===== config.mk =====
export PLATFORM = sky130hd
export DESIGN_NAME = axil_wr_mux
export DESIGN_NICKNAME = d
export VERILOG_FILES = /design/src/rtl/axil_wr_mux.sv
export SDC_FILE = /design/constraint.sdc
export NUM_CORES = 1
export LEC_CHECK = 0
export ABC_AREA = 1
export ABC_CLOCK_PERIOD_IN_PS = 4500
export CAP_MARGIN = 20
export CORE_AREA = 2 2 155 157
export CTS_BUF_LIST = sky130_fd_sc_hd__clkbuf_16
export CTS_CLUSTER_DIAMETER = 60
export CTS_CLUSTER_SIZE = 8
export DETAILED_ROUTE_END_ITERATION = 10
export DIE_AREA = 0 0 157 159
export PLACE_DENSITY = 0.53
export SKIP_CTS_REPAIR_TIMING = 1
export SYNTH_ARGS = -nofsm -noshare
export SYNTH_HDL_FRONTEND = slang
export SYNTH_SLANG_ARGS = --single-unit

===== constraint.sdc =====
create_clock -name clk -period 4.5 [get_ports clk]
set_input_delay 1.125 -clock clk [delete_from_list [all_inputs] [get_ports clk]]
set_output_delay 1.125 -clock clk [all_outputs]
set_load 0.01 [all_outputs]

===== src/rtl/axil_wr_mux.sv =====
// axil_wr_mux: locks an rr_arbiter grant for one full AXI-Lite write (AW+W+B)
// and routes the granted master's channels to the single slave port.
module axil_wr_mux #(
  parameter int N      = 4,
  parameter int ADDR_W = 32,
  parameter int DATA_W = 32,
  localparam int STRB_W = DATA_W / 8,
  localparam int SEL_W  = (N > 1) ? $clog2(N) : 1
) (
  input  logic                clk,
  input  logic                rst_n,
  input  logic [N-1:0]        s_awvalid,
  input  logic [N*ADDR_W-1:0] s_awaddr,
  input  logic [N*3-1:0]      s_awprot,
  output logic [N-1:0]        s_awready,
  input  logic [N-1:0]        s_wvalid,
  input  logic [N*DATA_W-1:0] s_wdata,
  input  logic [N*STRB_W-1:0] s_wstrb,
  output logic [N-1:0]        s_wready,
  output logic [N-1:0]        s_bvalid,
  output logic [1:0]          s_bresp,
  input  logic [N-1:0]        s_bready,
  output logic                m_awvalid,
  output logic [ADDR_W-1:0]   m_awaddr,
  output logic [2:0]          m_awprot,
  input  logic                m_awready,
  output logic                m_wvalid,
  output logic [DATA_W-1:0]   m_wdata,
  output logic [STRB_W-1:0]   m_wstrb,
  input  logic                m_wready,
  input  logic                m_bvalid,
  input  logic [1:0]          m_bresp,
  output logic                m_bready,
  output logic [N-1:0]        arb_req,
  input  logic [N-1:0]        arb_grant,
  output logic                arb_done
);
  typedef enum logic [1:0] {IDLE, XFER, RESP} state_t;
  state_t           state_q, state_d;
  logic [SEL_W-1:0] sel_q, sel_d, gnt_idx;
  logic             aw_done_q, aw_done_d, w_done_q, w_done_d;
  logic             sel_awvalid, sel_wvalid, sel_bready, xfer, aw_hs, w_hs;
  assign xfer = state_q == XFER;
  always_comb begin
    gnt_idx = '0;
    for (int i = N - 1; i >= 0; i--) gnt_idx = arb_grant[i] ? SEL_W'(i) : gnt_idx;
  end
  // Data buses stay zero outside XFER so idle slaves never see stale payloads.
  always_comb begin
    sel_awvalid = 1'b0;
    sel_wvalid  = 1'b0;
    sel_bready  = 1'b0;
    m_awaddr    = '0;
    m_awprot    = '0;
    m_wdata     = '0;
    m_wstrb     = '0;
    for (int i = 0; i < N; i++) begin
      if (sel_q == SEL_W'(i)) begin
        sel_awvalid = s_awvalid[i];
        sel_wvalid  = s_wvalid[i];
        sel_bready  = s_bready[i];
        m_awaddr    = xfer ? s_awaddr[i*ADDR_W +: ADDR_W] : '0;
        m_awprot    = xfer ? s_awprot[i*3 +: 3] : '0;
        m_wdata     = xfer ? s_wdata[i*DATA_W +: DATA_W] : '0;
        m_wstrb     = xfer ? s_wstrb[i*STRB_W +: STRB_W] : '0;
      end
    end
  end
  assign aw_hs = xfer && sel_awvalid && !aw_done_q && m_awready;
  assign w_hs  = xfer && sel_wvalid && !w_done_q && m_wready;
  always_comb begin
    state_d          = state_q;
    sel_d            = sel_q;
    aw_done_d        = aw_done_q;
    w_done_d         = w_done_q;
    arb_req          = (state_q == IDLE) ? s_awvalid : (N'(1) << sel_q);
    m_awvalid        = xfer && sel_awvalid && !aw_done_q;
    m_wvalid         = xfer && sel_wvalid && !w_done_q;
    s_awready        = '0;
    s_wready         = '0;
    s_bvalid         = '0;
    s_awready[sel_q] = xfer && m_awready && !aw_done_q;
    s_wready[sel_q]  = xfer && m_wready && !w_done_q;
    s_bvalid[sel_q]  = (state_q == RESP) && m_bvalid;
    s_bresp          = (state_q == RESP) ? m_bresp : 2'b00;
    m_bready         = (state_q == RESP) && sel_bready;
    arb_done         = m_bready && m_bvalid;
    if (state_q == IDLE && arb_grant != '0) begin
      sel_d   = gnt_idx;
      state_d = XFER;
    end
    if (xfer) begin
      aw_done_d = aw_done_q || aw_hs;
      w_done_d  = w_done_q || w_hs;
      state_d   = (aw_done_d && w_done_d) ? RESP : XFER;
      aw_done_d = aw_done_d && !(aw_done_d && w_done_d);
      w_done_d  = w_done_d && (state_d == XFER);
    end
    if (state_q == RESP && arb_done) state_d = IDLE;
  end
  always_ff @(posedge clk or negedge rst_n) begin
    if (!rst_n) begin
      state_q   <= IDLE;
      sel_q     <= '0;
      aw_done_q <= 1'b0;
      w_done_q  <= 1'b0;
    end else begin
      state_q   <= state_d;
      sel_q     <= sel_d;
      aw_done_q <= aw_done_d;
      w_done_q  <= w_done_d;
    end
  end
endmodule

### Word level (Yosys, flattened, before mapping)

Cells that the tools add are included.

| storage, ports and cells | value |
|---|---|
| register bits | 6 |
| bits of input ports | 307 |
| output and inout bits | 93 |
| word-level logic and storage cells | 100 |

| cells by class | value |
|---|---|
| $lt $le $gt $ge | 2 |
| eq/ne operators | 6 |
| shift-type cells | 1 |
| mux-type cells | 56 |
| bitwise logic cells | 3 |
| reduce and logical (&&, ||, !) cells | 28 |

Operator list:

| cell | number |
|---|---|
| 2-to-1 mux 32 bit | 16 |
| 2-to-1 mux 4 bit | 9 |
| 2-to-1 mux 3 bit | 8 |
| logical AND 1 bit | 19 |
| 2-to-1 mux 2 bit | 9 |
| 2-to-1 mux 1 bit | 13 |
| bitwise AND 4 bit | 3 |
| == test 2 x 1 -> 1 bit, second input constant | 3 |
| == test 2 bit, second input constant | 3 |
| zero test 2 bit | 2 |
| nonzero test 4 bit | 1 |
| << shifter 1 x 2 -> 4 bit, first input constant | 1 |
| zero test 1 bit | 3 |
| < comparator 2 x 3 -> 1 bit, second input constant | 1 |
| nonzero test 3 bit | 1 |
| demux 1 bit (select 2 bit) | 1 |
| >= comparator 2 x 1 -> 1 bit, second input constant | 1 |
| logical OR 1 bit | 2 |

### Logic depth before layout (Yosys ltp)

| logic depth | value |
|---|---|
| depth after elaboration | 13 |
| mapped depth | 10 |
| depth with buffers taken out | 10 |

### Worst setup path before layout

Ideal clock, no wire load.

| timing | value |
|---|---|
| kind | input to output |
| from | input port s_bready[1] |
| to | output port arb_done |
| arrival | 1,673 ps |
| required time | 3,375 ps |
| slack | 1,702 ps |
| stages | 5 |
| cell sequence | or2_2 nand3_1 nand2_1 nand3_1 inv_1 |

| on the way | value |
|---|---|
| word-level cells in the longest chain between the ends | 5 |

Ends and longest elaborated chain:

| item | RTL line | RTL |
|---|---|---|
| from (decl) | 22 | `input logic [N-1:0] s_bready,` |
| 2-to-1 mux 1 bit (3 in series) | 58 | `if (sel_q == SEL_W'(i)) begin` |
| logical AND 1 bit | 86 | `m_bready = (state_q == RESP) && sel_bready;` |
| logical AND 1 bit | 87 | `arb_done = m_bready && m_bvalid;` |
| to (decl) | 36 | `output logic arb_done` |

No other way between the ends.

### Worst setup path in the final report

Ends and elaborated chain as after synthesis.

==> reports/metrics.cfg <==
[routing]
vias = 4388
drt_first_pass_iters = 7
drt_wl_total_um = 18000
vias_per_cell = 4.00
ant_nets = 0
drc_errors = 0
drt_iter0_markers = 260
avgRoutedWirePerCell_um = 16.4

[logic_synthesis]
synthTopCellsByCount = nand2_1 (134), a22oi_1 (104), nand3_1 (50), buf_2 (24), inv_1 (23)
synth_edf_count = 0
yosys.area.top_type = a22oi_1
synth_xor_area_share_pct = 0
ys.warnings.count = 0
syn_inst = 397
synth-adder-area-share_pct = 0
synth_top_area_share_pct = 35.8
yosys.area_share.simple_pct = 43.4
synthArstFlopShare_pct = 100
synth_area_leaders = a22oi_1 (36%), nand2_1 (23%), nand3_1 (11%)
netlist_area_um2 = 2180
syn_area_per_cell_um2 = 5.49
ys_seq_area_share_pct = 6.88
synth_mux_area_share_pct = 0
synth.distinct_cells = 22
ys_seq_elements = 6
yosys.cell_count.top_type = nand2_1
synth_flop_cell = dfrtp_1
synth_top_family_by_area = simple AND/OR/NAND/NOR gates
synth_nets = 704
synth_compound_area_share_pct = 38.3

[worst_setup_path]
critPathMaxFanout = 2
crit_family = buffers and inverters
rrSetupSlack_ns = 3.04
cp-start-kind = input pin
reg2reg_depth = 8
rr_startpoint = sel_q[0]
worstPathCellList = clkdlybuf4s50_1 > or2_2 > nand3_1 > nand2_1 > nand3_1 > inv_1 > clkdlybuf4s50_1
endpoint_kind = output pin
cp_num_buf_inv = 3
cp.arrival_ns = 2.65
cpMaxStageDelayCell = clkdlybuf4s50_1
cp-endpoint = arb_done
startpoint = s_bready[1]
critPathKind = input pin to output pin
required_ns = 3.38
max_stage_delay_ns = 0.47
rr_endpoint = state_q[1]
worst-path-stages = 7

[global_routing]
first_global_vias = 4522
grt_overflow_total = 0
grt_pass1_wl_um = 26000
track_usage_pct = 13.3
antenna_found_initial = 3
grt_max_degree = 41

[pwr]
p_total_w = 0.00361
clockPowerShare_pct = 4.0
internal-power_w = 0.00189
switchingPower_w = 0.00172
swShare_pct = 47.7
p_leak_nw = 2.58
peakVddDrop_mv = 0.323
p_seq_share_pct = 3.2
power_density_nw_per_um2 = 548
pwr-share-comb_pct = 92.8

[timing]
tns_ns = 0
rsz0062_at_grt = false
min_period_over_period_pct = 83.9
fmax_ghz = 0.265
report.final.slew_viol_count = 0
layout_min_cycle_time_ns = 3.78
tightest_slew_ns = 0.518
skew_ns = 0.00222
slew_headroom_pct = 65.5
hold_viol_final = 0
setup_violations = 0

[floorplan]
io_pins = 400
core_um2 = 23200
die_h_um = 159
start_util_pct = 9.40
rows = 56
fp.dieArea_um2 = 25000
die_w_um = 157

[cts]
tritoncts = yes
cts_sinks = 6
clock_path_buffers = 2
clkSlewWorstSetupHoldPaths_ns = 0.03
cts-root-buf = clkbuf_16
cts_buffers = 3
h-tree-depth = 1
clk_latency_ns = 0.23

[final_layout]
syn_to_final_growth_pct = 202
post_layout_nonfiller_instances = 1097
post-route-util_pct = 28.4
nets = 1086
drive_gt1_share_pct = 3.47

[job]
cap_violations = 0

[place]
numPlacedInstances = 1093
place_hpwl_um = 15000
io_buffers = 399
routabilityCongestion = 0.824

[min_path]
hold_class = flop to flop

[run_status]
outcome = completed

metrics by stage:
step	setup WS (ns)	instance area [um2]	hold WS [ns]
after global placement	0.723	6510	0.535
after detailed placement	0.716	6510	0.549
after CTS	0.693	6590	0.559
after floorplan	1.70	2180	0.500
final	0.725	6590	0.555
after global routing	0.573	6590	0.594
area by class of cell:
type | count | area (um2)
Antenna cell | 1 | 2.50
Clock buffer | 3 | 75.1
Fill cell | 2535 | 16600
Inverter | 27 | 101
Multi-Input combinational cell | 334 | 1790
Sequential cell | 6 | 150
Tap cell | 319 | 399
Timing Repair Buffer | 407 | 4070
kinds of logic after synthesis:
family                 Yosys count
AO/OA/AOI/OAI                  115
flip-flops                       6
buffers and inverters           57
AND/OR/NAND/NOR                219
power by group through the flow:
stage               sequential [W]  clock (W)  combinational, W
floorplan                0.0000998          0           0.00154
global placement          0.000117          0           0.00342
detailed placement        0.000118          0           0.00341
CTS                       0.000117   0.000148           0.00342
global route              0.000122   0.000150           0.00365
finish                    0.000116   0.000144           0.00335
state kept, by name (all words and copies together) (netlist names):
signal	flops
sel_q	2
w_done_q	1
state_q	2
aw_done_q	1
routing by layer:
metal / global-route usage (%) / part of all wire, % / vias to the layer above
li1: - / - / 2172
met1: 15.4 / 39 / 1968
met2: 24.9 / 50 / 228
met3: 3.24 / 9.4 / 18
met4: 1.88 / 1.0 / 2
met5: 0 / 0.072 / -
cell usage in the layout, fill, tap and decap left out, drive strengths merged:
master / n
nand2: 136
buf: 8
diode: 1
a21oi: 3
and2: 3
inv: 27
o21ai: 8
clkdlybuf4s50: 399
nor2: 26
nor3: 2
a22oi: 104
clkbuf: 3
nand3: 50
or2: 2
dfrtp: 6
worst min-delay path by stage:
stage	startpoint	slack, ns	depth (start not counted)	endpoint
2_1_floorplan	aw_done_q	0.50	2	aw_done_q
3_3_place_gp	aw_done_q	0.54	2	aw_done_q
3_5_place_dp	aw_done_q	0.55	2	aw_done_q
4_1_cts	aw_done_q	0.56	2	aw_done_q
5_1_grt	aw_done_q	0.59	2	aw_done_q
6_report	aw_done_q	0.55	2	aw_done_q
worst register-to-register path, cell delays in order (launching register included):
cell	delay [ns]
dfrtp_1	0.47
nor2_2	0.25
nand2_1	0.07
nand3_1	0.12
nand2_1	0.09
nand3_1	0.08
nand2_1	0.08
nand3_1	0.10
o21ai_1	0.07
(Power assumes the default switching activity.)
